**config.mk**
```make
export PLATFORM = sky130hd
export DESIGN_NAME = uart_tx_engine
export DESIGN_NICKNAME = d
export VERILOG_FILES = /design/src/rtl/uart_tx_engine.sv
export SDC_FILE = /design/constraint.sdc
export NUM_CORES = 1
export LEC_CHECK = 0
export CAP_MARGIN = 20
export CORE_MARGIN = 8
export CORE_UTILIZATION = 28
export CTS_CLUSTER_SIZE = 30
export DETAILED_ROUTE_END_ITERATION = 10
export PLACE_DENSITY_LB_ADDON = 0.25
export SYNTH_ARGS = -nofsm -noshare
export SYNTH_HDL_FRONTEND = slang
export SYNTH_SLANG_ARGS = --single-unit
```
**constraint.sdc**
```tcl
create_clock -name CLK -period 4.15 [get_ports CLK]
set_input_delay 1.0375 -clock CLK [delete_from_list [all_inputs] [get_ports CLK]]
set_output_delay 1.0375 -clock CLK [all_outputs]
set_load 0.01 [all_outputs]
```
**src/rtl/uart_tx_engine.sv**
```systemverilog
// uart_tx_engine: parametrised UART transmitter with runtime parity, 1/2 stop bits and per-frame prescale
module uart_tx_engine #(
  parameter int DATA_WIDTH = 8,
  parameter int PRESCALE_W = 16
) (
  input  logic                  CLK,
  input  logic                  RST,
  input  logic [DATA_WIDTH-1:0] P_DATA,
  input  logic                  Data_Valid,
  input  logic                  PAR_EN,
  input  logic                  PAR_TYP,
  input  logic                  STOP2,
  input  logic [PRESCALE_W-1:0] PRESCALE,
  output logic                  TX_OUT,
  output logic                  busy,
  output logic                  done
);
  localparam int BW = $clog2(DATA_WIDTH);
  typedef enum logic [2:0] {IDLE, START, DATA, PARITY, STOP, STOP_2} state_t;
  state_t state;
  logic [PRESCALE_W-1:0] pre_q, pcnt;
  logic [BW-1:0] bcnt;
  logic [DATA_WIDTH-1:0] sh;
  logic par_en_q, par_bit, stop2_q, adv;
  // bit advance when the prescale counter reaches the last cycle of the bit
  always_comb adv = pcnt == pre_q - PRESCALE_W'(1);
  // frame FSM: latches the word and settings on acceptance, then serialises with registered outputs
  always_ff @(posedge CLK or negedge RST)
    if (!RST) begin
      state <= IDLE;
      pre_q <= '0;
      pcnt <= '0;
      bcnt <= '0;
      sh <= '0;
      par_en_q <= 1'b0;
      par_bit <= 1'b0;
      stop2_q <= 1'b0;
      TX_OUT <= 1'b1;
      busy <= 1'b0;
      done <= 1'b0;
    end else if (state == IDLE) begin
      done <= 1'b0;
      pcnt <= '0;
      bcnt <= '0;
      if (Data_Valid) begin
        state <= START;
        TX_OUT <= 1'b0;
        busy <= 1'b1;
        sh <= P_DATA;
        par_en_q <= PAR_EN;
        par_bit <= ^P_DATA ^ PAR_TYP;
        stop2_q <= STOP2;
        pre_q <= PRESCALE == '0 ? PRESCALE_W'(1) : PRESCALE;
      end
    end else if (!adv) begin
      pcnt <= pcnt + PRESCALE_W'(1);
    end else begin
      pcnt <= '0;
      case (state)
        START: begin
          state <= DATA;
          TX_OUT <= sh[0];
          sh <= sh >> 1;
        end
        DATA: begin
          if (bcnt == BW'(DATA_WIDTH - 1)) begin
            state <= par_en_q ? PARITY : STOP;
            TX_OUT <= par_en_q ? par_bit : 1'b1;
          end else begin
            bcnt <= bcnt + BW'(1);
            TX_OUT <= sh[0];
            sh <= sh >> 1;
          end
        end
        PARITY: begin
          state <= STOP;
          TX_OUT <= 1'b1;
        end
        STOP: begin
          state <= stop2_q ? STOP_2 : IDLE;
          busy <= stop2_q;
          done <= !stop2_q;
          TX_OUT <= 1'b1;
        end
        default: begin
          state <= IDLE;
          busy <= 1'b0;
          done <= 1'b1;
          TX_OUT <= 1'b1;
        end
      endcase
    end
endmodule

```
==> flow_metrics.tcl <==
set metrics [dict create \
    yosysSeqAreaShare_pct 41.3 \
    core_sq_um 10900 \
    clockBufferDepth 2 \
    async_reset_ff_share_pct 100 \
    syn_inst 301 \
    worst_pin_slew_ns 0.772 \
    antennaDiodeCount 0 \
    worst_ir_drop_vdd_v 0.000276 \
    r2r_cells 10 \
    hold_viol_final 0 \
    die_w_um 122 \
    hold-path-endpoint "par_bit" \
    syn_nets 335 \
    hold_depth 2 \
    synth_compound_area_share_pct 9.25 \
    power_density_nw_per_um2 561 \
    overflow 0 \
    cts_resized 0 \
    cts_tree "done" \
    synth_top_family_by_area "simple AND/OR/NAND/NOR gates" \
    drt-total-wl_mm 6.96 \
    reg2reg_to "pcnt[14]" \
    cts_setup_buffers 0 \
    skew_ns 0.00646 \
    track_usage_pct 9.97 \
    required_ns 4.30 \
    clock_latency_ns 0.29 \
    grt_pass1_vias 2409 \
    critPathLaunchType "register" \
    end_kind "register" \
    synthSimpleGateAreaFrac_pct 20.5 \
    synth-edff-count 0 \
    synth_xor_xnor_area_share_pct 11.7 \
    fin_crit_sh_pct 80.7 \
    postRouteAntennaNets 0 \
    fin_crit_ns 3.35 \
    synth_ff_type "dfrtp_1" \
    total_leakage_power_nw 1.51 \
    path_buf_inv 1 \
    top_level_ports 33 \
    report.final.slew_viol_count 0 \
    hpwl_mm 5.27 \
    first_iter_violations 90 \
    die_h_um 122 \
    critical_path.cell_chain "inv_1, ha_1, or4b_4, nor4_1, xnor2_1, a32oi_2, a211oi_4, nand4_4, nand2b_1, nor2_1" \
    synth.largest_area_cell "dfrtp_1" \
    synth_top_area_share_pct 40.5 \
    cts_made_buffers 5 \
    grt_max_degree 45 \
    route.detailed.drc 0 \
    rr_startpoint "pre_q[0]" \
    rsz0062_at_grt "no" \
    syn_to_final_growth_pct 20.0 \
    outcome "finished, final reports clean" \
    io_buffers 32 \
    fp.dieArea_sq_um 14900 \
    first_pass_iters 4 \
    antenna_found_initial 0 \
    fmax_ghz 0.298 \
    synthMuxAreaShare_pct 12.9 \
    drt-wirelength-per-cell_um 14.8 \
    final_util_pct 34.6 \
    relSlewSlack_pct 48.0 \
    ys_types 56 \
    crit_fanout 16 \
    min_from "par_bit" \
    vias_per_cell 4.90 \
    synthTopCellsByArea "dfrtp_1 (40%), mux2_2 (8.9%), xnor2_1 (6.1%)" \
    start_util_pct 28.8 \
    yosysWarnings 0 \
    place_congestion 0.783 \
    r2r_slack_ns 0.80 \
    cts.htree.levels 2 \
    avgSynthCellArea_sq_um 10.5 \
    critical-path-top-delay-family "simple AND/OR/NAND/NOR gates" \
    numClockSinks 52 \
    vias 2308 \
    min_path_type "reg2reg" \
    drive_gt1_share_pct 18.7 \
    setup-violations-final 0 \
    yosys.area_share.adder_pct 1.59 \
    fin_setup_tns_ns 0 \
    crit_type "reg2reg" \
    crit_arrival_ns 3.50 \
    slowest_stage "or4b_4" \
    root_buffer "clkbuf_16" \
    clk_pin_slew_ns 0.07 \
    rows 38 \
    synth_seq_cells 52 \
    drv_cap 0 \
    cpPeakStageDelay_ns 0.54 \
    synth_area_sq_um 3150 \
    final_nets 364 \
    grt_pass1_wl_mm 12.0 \
    cts_hold_buf 0 \
]
## per-layer routing
| metal | track usage (%) | vias up | share of wire, % |
|---|---|---|---|
| li1 | - | 1120 | - |
| met1 | 13.6 | 1145 | 50 |
| met2 | 15.3 | 38 | 45 |
| met3 | 1.99 | 5 | 2.8 |
| met4 | 3.43 | 0 | 1.4 |
| met5 | 0 | - | 0 |
## layout make-up
cell class / instances / area [sq um]
Fill cell: 1122 / 7150
Timing Repair Buffer: 36 / 358
Tap cell: 140 / 175
Multi-Input combinational cell: 229 / 1760
Clock inverter: 2 / 35.0
Clock buffer: 6 / 129
Inverter: 6 / 22.5
Sequential cell: 52 / 1300
## synthesized netlist by cell type (all sizes together) (2+ instances only)
| library cell | number |
|---|---|
| dfrtp | 51 |
| mux2 | 32 |
| nor2 | 30 |
| nand2 | 22 |
| xnor2 | 22 |
| xor2 | 20 |
| nand3 | 14 |
| clkbuf | 11 |
| o21ai | 10 |
| nand4 | 8 |
| nor3 | 7 |
| nor4 | 7 |
| a211oi | 6 |
| inv | 6 |
| a21oi | 4 |
| and2 | 4 |
| ha | 4 |
| nand2b | 4 |
| nand3b | 4 |
| buf | 3 |
| o211ai | 3 |
| a22o | 2 |
| a31o | 2 |
| and3 | 2 |
| mux2i | 2 |
| or2b | 2 |
| or3 | 2 |
| or4 | 2 |
## worst max path at each step
| stage | start | end | slack, ns | cells after the start |
|---|---|---|---|---|
| floorplan | pre_q[0] | sh[0] | 1.22 | 9 |
| global placement | pre_q[0] | pcnt[15] | 0.92 | 10 |
| detailed placement | pre_q[0] | pcnt[14] | 0.77 | 10 |
| CTS | pre_q[0] | pcnt[14] | 0.75 | 10 |
| global route | pre_q[0] | pcnt[14] | 0.49 | 10 |
| finish | pre_q[0] | pcnt[14] | 0.80 | 10 |
## power by group
part	switching, mW	total [mW]	internal (mW)
logic	0.318	0.724	0.406
clock network	0.184	0.468	0.284
registers	0.253	0.932	0.679
total	0.755	2.12	1.37
## state kept, by name, indices dropped and copies added, names as in the netlist
signal and count:
TX_OUT 1, bcnt 3, busy 1, done 1
par_bit 1, par_en_q 1, pcnt 16, pre_q 16
sh 8, state 3, stop2_q 1
## worst register-to-register path, delay by kind of cell (launching register included)
family / cells / cell delay, ns
flops: 1 / 0.43
fa+ha+maj: 1 / 0.26
compound gates: 2 / 0.53
xor+xnor: 1 / 0.18
simple gates: 5 / 1.72
buf+inv: 1 / 0.09
## logic make-up (layout without fill, tap and decap cells)
group / count (synthesis) / after routing
compound gates: 35 / 35
xor+xnor: 42 / 42
fa+ha+maj: 4 / 4
buf+inv: 20 / 50
flops: 52 / 52
mux: 34 / 34
simple gates: 114 / 114
## stage by stage
stage               power [mW]  hold WS [ns]  cell area [sq um]  setup slack (ns)  cells
finish                    2.12         0.490               3780             0.799    471
global route              2.28         0.526               3780             0.493    471
CTS                       2.15         0.497               3760             0.747    470
detailed placement        1.67         0.481               3600             0.766    462
global placement          1.65         0.474               3600             0.922    462
floorplan                 1.48         0.450               3150              1.22    301
## layout by cell type (no fill, tap or decap), types with 7 or more instances in the layout
master | netlist | routed
mux2_2 | 25 | 25
xnor2_1 | 22 | 22
nor2_1 | 29 | 29
xor2_1 | 20 | 20
nand2_1 | 21 | 21
nand3_1 | 14 | 14
dfrtp_1 | 51 | 51
mux2_4 | 7 | 7
clkdlybuf4s50_1 | 0 | 31
o21ai_0 | 9 | 9
Power figures use the tool's default switching activity.
